### config.mk
export PLATFORM = sky130hd
export DESIGN_NAME = vram_arbiter
export DESIGN_NICKNAME = d
export VERILOG_FILES = /design/src/rtl/vram_arbiter.sv
export SDC_FILE = /design/constraint.sdc
export NUM_CORES = 1
export LEC_CHECK = 0
export ABC_AREA = 1
export BUFFER_PORTS_ARGS = -buffer_cell sky130_fd_sc_hd__clkbuf_2
export CAP_MARGIN = 20
export CORE_MARGIN = 1
export CORE_UTILIZATION = 55
export DETAILED_ROUTE_END_ITERATION = 8
export PLACE_DENSITY = 0.86
export SLEW_MARGIN = 20
export SYNTH_ARGS = -nofsm -noshare
export SYNTH_HDL_FRONTEND = slang
export SYNTH_SLANG_ARGS = --single-unit
### constraint.sdc
create_clock -name clk -period 5.2 [get_ports clk]
set_input_delay 0.52 -clock clk [delete_from_list [all_inputs] [get_ports clk]]
set_output_delay 0.52 -clock clk [all_outputs]
set_load 0.02 [all_outputs]
### src/rtl/vram_arbiter.sv
// vram_arbiter: single-port video-memory arbiter.
//
// Shares one synchronous-read block RAM between the VGA scan-out path and the
// maze generator. A display read owns the memory cycle that follows each
// pixel_tick during active video. Generator writes are queued in a small
// FIFO and drained into every memory cycle that is not a display read.
//
// Ports:
//   clk, reset        100 MHz clock, asynchronous active-high reset
//   pixel_tick        one-cycle 25 MHz pixel strobe
//   activevideo       current pixel is visible
//   rd_addr           cell address for the current pixel
//   rd_data/rd_valid  last fetched cell word / one-cycle update pulse
//   wr_req/addr/data  generator write, taken when wr_req && wr_ready
//   wr_ready          write FIFO has room
//   fifo_count        writes pending in the FIFO
//   mem_en/we/addr/wdata  registered memory command
//   mem_rdata         memory read data, valid one cycle after the command
module vram_arbiter #(
  parameter int unsigned ADDR_W     = 11,
  parameter int unsigned DATA_W     = 4,
  parameter int unsigned FIFO_DEPTH = 4
) (
  input  logic                              clk,
  input  logic                              reset,
  input  logic                              pixel_tick,
  input  logic                              activevideo,
  input  logic [ADDR_W-1:0]                 rd_addr,
  output logic [DATA_W-1:0]                 rd_data,
  output logic                              rd_valid,
  input  logic                              wr_req,
  input  logic [ADDR_W-1:0]                 wr_addr,
  input  logic [DATA_W-1:0]                 wr_data,
  output logic                              wr_ready,
  output logic [$clog2(FIFO_DEPTH+1)-1:0]   fifo_count,
  output logic                              mem_en,
  output logic                              mem_we,
  output logic [ADDR_W-1:0]                 mem_addr,
  output logic [DATA_W-1:0]                 mem_wdata,
  input  logic [DATA_W-1:0]                 mem_rdata
);

  localparam int unsigned PtrW = $clog2(FIFO_DEPTH);
  localparam int unsigned CntW = $clog2(FIFO_DEPTH + 1);

  // Write FIFO storage and bookkeeping.
  logic [ADDR_W-1:0] fifo_addr_q [FIFO_DEPTH];
  logic [DATA_W-1:0] fifo_data_q [FIFO_DEPTH];
  logic [PtrW-1:0]   wr_ptr_q, wr_ptr_d;
  logic [PtrW-1:0]   rd_ptr_q, rd_ptr_d;
  logic [CntW-1:0]   count_q, count_d;

  // Memory command register.
  logic              mem_en_q, mem_en_d;
  logic              mem_we_q, mem_we_d;
  logic [ADDR_W-1:0] mem_addr_q, mem_addr_d;
  logic [DATA_W-1:0] mem_wdata_q, mem_wdata_d;

  // Read-return pipeline. tag_q[0] marks a read command on mem_*, tag_q[1]
  // marks the cycle its data is on mem_rdata.
  logic [1:0]        tag_q, tag_d;
  logic [DATA_W-1:0] rd_data_q, rd_data_d;
  logic              rd_valid_q, rd_valid_d;

  logic rd_slot;
  logic fifo_empty;
  logic fifo_full;
  logic push;
  logic pop;

  always_comb begin
    rd_slot    = pixel_tick && activevideo;
    fifo_empty = (count_q == '0);
    fifo_full  = (count_q == CntW'(FIFO_DEPTH));

    // wr_ready looks only at full, so a full FIFO refuses a push even in a
    // cycle that also pops.
    wr_ready = !fifo_full && !reset;
    push     = wr_req && wr_ready;
    pop      = !rd_slot && !fifo_empty;

    // Depth is a power of two, so pointers wrap by natural overflow.
    wr_ptr_d = push ? wr_ptr_q + 1'b1 : wr_ptr_q;
    rd_ptr_d = pop  ? rd_ptr_q + 1'b1 : rd_ptr_q;

    count_d = count_q;
    unique case ({push, pop})
      2'b10:   count_d = count_q + 1'b1;
      2'b01:   count_d = count_q - 1'b1;
      default: count_d = count_q;
    endcase

    // Slot decision: display read always wins, then the FIFO head.
    // Idle cycles leave address and write data where they were.
    mem_en_d    = 1'b0;
    mem_we_d    = 1'b0;
    mem_addr_d  = mem_addr_q;
    mem_wdata_d = mem_wdata_q;
    if (rd_slot) begin
      mem_en_d   = 1'b1;
      mem_addr_d = rd_addr;
    end else if (!fifo_empty) begin
      mem_en_d    = 1'b1;
      mem_we_d    = 1'b1;
      mem_addr_d  = fifo_addr_q[rd_ptr_q];
      mem_wdata_d = fifo_data_q[rd_ptr_q];
    end

    // Only tagged cycles carry read data, so writes never touch rd_data.
    tag_d      = {tag_q[0], rd_slot};
    rd_valid_d = tag_q[1];
    rd_data_d  = tag_q[1] ? mem_rdata : rd_data_q;
  end

  // FIFO payload needs no reset: count and pointers define what is valid.
  always_ff @(posedge clk) begin
    if (push) begin
      fifo_addr_q[wr_ptr_q] <= wr_addr;
      fifo_data_q[wr_ptr_q] <= wr_data;
    end
  end

  always_ff @(posedge clk or posedge reset) begin
    if (reset) begin
      wr_ptr_q    <= '0;
      rd_ptr_q    <= '0;
      count_q     <= '0;
      mem_en_q    <= 1'b0;
      mem_we_q    <= 1'b0;
      mem_addr_q  <= '0;
      mem_wdata_q <= '0;
      tag_q       <= '0;
      rd_data_q   <= '0;
      rd_valid_q  <= 1'b0;
    end else begin
      wr_ptr_q    <= wr_ptr_d;
      rd_ptr_q    <= rd_ptr_d;
      count_q     <= count_d;
      mem_en_q    <= mem_en_d;
      mem_we_q    <= mem_we_d;
      mem_addr_q  <= mem_addr_d;
      mem_wdata_q <= mem_wdata_d;
      tag_q       <= tag_d;
      rd_data_q   <= rd_data_d;
      rd_valid_q  <= rd_valid_d;
    end
  end

  assign fifo_count = count_q;
  assign mem_en     = mem_en_q;
  assign mem_we     = mem_we_q;
  assign mem_addr   = mem_addr_q;
  assign mem_wdata  = mem_wdata_q;
  assign rd_data    = rd_data_q;
  assign rd_valid   = rd_valid_q;

endmodule

# Yosys cells after proc, flatten, opt, wreduce, memory -nomap -nowiden
# Memories as Yosys holds them, arrays and structs flattened. A register that Yosys moved wholly into a read port is not among the register bits.
# Index checks and enable logic that the tools add are counted.
[totals]
reg_bits = 27
latchBits = 0
mem_bits_rw = 60
mem_bits_ro = 0
input_bits = 35
memories = 2
[mem_list]
columns = ["name", "words", "width", "rd", "rd_clocked_by_memory_dff", "write_ports", "line", "text"]
rows = [
  ["fifo_addr_q", 4, 11, 1, 0, 1, "47", "logic [ADDR_W-1:0] fifo_addr_q [FIFO_DEPTH];"],
  ["fifo_data_q", 4, 4, 1, 1, 1, "48", "logic [DATA_W-1:0] fifo_data_q [FIFO_DEPTH];"],
]
[op_classes]
n_addsub = 4
mul = 0
div_mod_pow = 0
order_cmp = 0
eq_ne = 4
shifts = 0
muxes = 8
bitwise = 2
reduce_logical = 11
[ops]
columns = ["cell", "n"]
rows = [
  ["11-bit 2-to-1 mux", 2],
  ["3-bit case mux with 2 select lines", 1],
  ["1-bit 2-to-1 mux", 5],
  ["2-bit by 1-bit adder with 2-bit output (second input constant)", 2],
  ["1-bit logical AND", 4],
  ["1-bit logical NOT", 4],
  ["3-bit by 1-bit adder with 3-bit output (second input constant)", 1],
  ["3-bit equality test (second input constant)", 1],
  ["3-bit logical NOT", 1],
  ["3-bit by 1-bit subtractor with 3-bit output (second input constant)", 1],
  ["2-bit by 1-bit equality test with 1-bit output (second input constant)", 1],
  ["2-bit equality test (second input constant)", 1],
  ["2-bit inequality test (second input constant)", 1],
  ["1-bit inverter", 2],
  ["2-bit AND reduction", 1],
  ["2-bit nonzero test", 1],
]

# Logic depth before layout (Yosys ltp)
[logic_depth]
word_depth = 6
depth_mapped = 11
mapped_depth_nobuf = 10

# Worst setup path before layout
# No wires, ideal clock.
[synth_timing]
kind = "in2reg"
from = "input port reset"
to = "memory fifo_addr_q[0][0], enable pin"
setup_ns = 0.387
arrival_time_ns = 2.210
setup_slack_ns = 2.603
path_stages = 3
n_path_buf = 0
cell_sequence = "inv_1 nand3_2 nor2_1"
[synth_via]
elab_chain_len = 5
[synth_lines]
columns = ["item", "line", "text"]
rows = [
  ["start, declared", "25", "input logic reset,"],
  ["1-bit logical NOT (no source line)", "--", ""],
  ["1-bit logical AND", "78", "wr_ready = !fifo_full && !reset;"],
  ["1-bit logical AND", "79", "push = wr_req && wr_ready;"],
  ["1-bit 2-to-1 mux", "117", "if (push) begin"],
  ["1-bit 2-to-1 mux (implied by the code)", "118", "fifo_addr_q[wr_ptr_q] <= wr_addr;"],
  ["end, declared", "47", ""],
]
# Every way passes these cells.

# Worst setup path in the final report
[layout_timing]
from = "input port pixel_tick"
to = "register count_q[2], in the netlist fifo_count[2]"
[layout_via]
elab_chain_len = 5
[layout_lines]
columns = ["item", "line", "text"]
rows = [
  ["start, declared", "26", "input logic pixel_tick,"],
  ["1-bit logical AND *", "72", "rd_slot = pixel_tick && activevideo;"],
  ["1-bit logical NOT *", "80", "pop = !rd_slot && !fifo_empty;"],
  ["1-bit logical AND *", "80", ""],
  ["2-bit by 1-bit equality test with 1-bit output or 2-bit equality test (tied branches)", "87", "unique case ({push, pop})"],
  ["3-bit case mux with 2 select lines or 2-bit nonzero test (tied branches)", "--", ""],
  ["end signal, assigned", "138", "count_q <= count_d;"],
  ["end, declared", "51", "logic [CntW-1:0] count_q, count_d;"],
]
# Every way passes the cells marked *; elsewhere a longest branch is shown, timed or not.
# A chain may end at the register's enable or synchronous reset.

==> impl_metrics.env <==
export IMPL_layout_drive_gt1_share_pct=23.6
export IMPL_hold_viol=0
export IMPL_power_density_nw_per_um2=529
export IMPL_vdd_drop_max_uv=237
export IMPL_via_per_inst=5.22
export IMPL_cp_max_fo=18
export IMPL_chipWidth_microns=84.3
export IMPL_setup_viol=0
export IMPL_finalWirelength_mm=6.89
export IMPL_reg2reg_from="fifo_count[2]$_DFFE_PP0P_"
export IMPL_fin_hold_ws_ns=0.218
export IMPL_clkSinkCount=91
export IMPL_grt_pass1_vias=2375
export IMPL_rrSetupSlack_ns=3.08
export IMPL_cts_tree="yes"
export IMPL_reg2regPathDepth=9
export IMPL_period_needed_ns=2.17
export IMPL_synth_compound_area_share_pct=0.839
export IMPL_grt_use_total_pct=20.8
export IMPL_required_ns=5.48
export IMPL_outcome="complete, but fails checks"
export IMPL_drtIter0Drc=158
export IMPL_cts_made_buffers=9
export IMPL_gp_congestion=0.827
export IMPL_synth_top_family_by_area="simple AND/OR/NAND/NOR gates"
export IMPL_rows=29
export IMPL_ant_nets=0
export IMPL_cap_violations=0
export IMPL_power_mw=2.25
export IMPL_clockBufferDepth=2
export IMPL_worst_slew_pin_slew_ns=0.652
export IMPL_yosysSeqAreaShare_pct=69.2
export IMPL_synth_seq_cells=91
export IMPL_ios=61
export IMPL_synthCells=325
export IMPL_synth_xor_area_share_pct=0.705
export IMPL_dp_slack_ns=2.67
export IMPL_num_fill_cells=480
export IMPL_dieHeight_microns=84.3
export IMPL_dp_hpwl_mm=4.53
export IMPL_crit_arrival_ns=2.45
export IMPL_path_clk_slew_ns=0.08
export IMPL_finalInstanceArea_sq_um=4250
export IMPL_yosys_area_share_adder_pct=2.22
export IMPL_ctsResizeCount=0
export IMPL_cts_setup_buffers=0
export IMPL_syn_area_sq_um=3730
export IMPL_drcViolationCount=12
export IMPL_cts_max_level=3
export IMPL_final_nets=430
export IMPL_p_leak_nw=1.89
export IMPL_port_buffers=60
export IMPL_avgSynthCellArea_sq_um=11.5
export IMPL_clock_tree_root_cell="clkbuf_8"
export IMPL_register_area_sq_um=2580
export IMPL_reg2reg_to="fifo_count[2]$_DFFE_PP0P_"
export IMPL_relSlewSlack_pct=56.5
export IMPL_multi_input_area_sq_um=968
export IMPL_yosysUniqueCellTypes=23
export IMPL_die_area_sq_um=7110
export IMPL_core_sq_um=6460
export IMPL_timing_final_ws_setup_ns=3.03
export IMPL_start_util_pct=57.7
export IMPL_synthSimpleGateAreaFrac_pct=21.0
export IMPL_violations="design-rule violations"
export IMPL_wl_per_cell_microns=14.6
export IMPL_grt_pass1_wl_mm=10.9
export IMPL_syn_to_final_growth_pct=14.1
export IMPL_period_share_pct=41.7
export IMPL_hp_class="in2async"
export IMPL_antenna_cells=0
export IMPL_criticalPathCategory="in2reg"
export IMPL_tns_ns=0
export IMPL_cp_end_kind="flop"
export IMPL_worst_setup_path_start_kind="input pin"
export IMPL_rsz0062_at_grt="false"
export IMPL_synth_mux_area_share_pct=1.21
export IMPL_fmax_ghz=0.461
export IMPL_antenna_found_initial=0
export IMPL_clock_latency_ns=0.35
export IMPL_post_dp_cell_area_sq_um=4070
export IMPL_grt_max_degree=41
export IMPL_skew_ns=0.00825
export IMPL_layout_common_cells="108 x nand2_1, 60 x edfxtp_1, 60 x clkbuf_2"
export IMPL_dr_pass1_iters=6
export IMPL_ys_warn_count=0
export IMPL_syn_num_nets=366
export IMPL_vias=2458
export IMPL_final_common_cell="nand2_1"
export IMPL_grt_overflow=0
export IMPL_cts_hold_buf=0
export IMPL_final_max_slew_viol_count=0
==> flip-flops by register name, indices dropped and copies added (netlist names), 3 cells and up <==
name and count:
mem_addr 11, rd_data 4, fifo_addr_q 44, fifo_data_q 16, mem_wdata 4, fifo_count 3
==> metal layers <==
metal	wire length, microns	part of all wire (%)	track usage (%)	vias to the layer above
li1	-	-	-	1196
met5	0	0	0	-
met1	3000	44	25.6	1150
met3	361	5.2	4.03	15
met2	3340	48	34.3	97
met4	189	2.7	12.9	0
==> synth_stat cells, drive strengths merged <==
| master | count | area, sq um |
|---|---|---|
| ha | 5 | 62.6 |
| inv | 23 | 86.3 |
| dfrtp | 31 | 776 |
| xor2 | 2 | 17.5 |
| a21oi | 2 | 21.3 |
| o21ai | 2 | 10.0 |
| nand2 | 109 | 412 |
| nor2 | 27 | 111 |
| fa | 1 | 20.0 |
| nand3 | 46 | 260 |
| buf | 12 | 93.8 |
| xnor2 | 1 | 8.76 |
| edfxtp | 60 | 1800 |
| mux2 | 4 | 45.0 |
==> power by group <==
part | switching (mW) | total [mW] | internal, mW
logic | 0.488 | 0.737 | 0.249
clock network | 0.232 | 0.448 | 0.216
registers | 0.138 | 1.06 | 0.926
total | 0.858 | 2.25 | 1.39
==> area by class of cell <==
cell class	instances	area share (%)
timing repair buffer	65	7.95
sequential	91	60.7
inverter	23	2.03
clock inverter	7	1.38
tap	77	2.27
clock buffer	9	2.91
multi-input combinational	199	22.8
==> through the flow <==
stage               utilization, %  std cells
detailed placement            63.0        455
floorplan                        -        325
global placement              63.0        455
global route                  65.8        471
CTS                           65.8        471
finish                        65.8        471
==> worst max path at each step <==
stage | start | to | slack [ns] | cells after the start
after floorplan | reset | fifo_addr_q[0][0]$_DFFE_PP_ | 2.60 | 3
after global placement | pixel_tick | fifo_count[2]$_DFFE_PP0P_ | 2.73 | 11
after detailed placement | pixel_tick | fifo_count[2]$_DFFE_PP0P_ | 2.67 | 11
after CTS | rd_ptr_q[0]$_DFFE_PP0P_ | mem_addr[0]$_DFFE_PP0P_ | 2.98 | 5
after global routing | pixel_tick | fifo_count[2]$_DFFE_PP0P_ | 2.84 | 11
final | pixel_tick | fifo_count[2]$_DFFE_PP0P_ | 3.03 | 11
==> kinds of logic after synthesis <==
| logic type | after synthesis |
|---|---|
| AO/OA/AOI/OAI | 4 |
| AND/OR/NAND/NOR | 182 |
| adder cells (fa/ha/maj) | 6 |
| multiplexers | 4 |
| buffers and inverters | 35 |
| flip-flops | 91 |
| XOR/XNOR | 3 |
==> critical path, stage by stage <==
cell and delay (ns):
clkbuf_2 0.08, nand2_1 0.09, inv_1 0.22, a21oi_4 0.50, ha_1 0.23, inv_1 0.07
fa_1 0.38, nor2_1 0.11, nor2_1 0.04, nand2_1 0.07, xor2_1 0.14
Power figures use the tool's default switching activity.
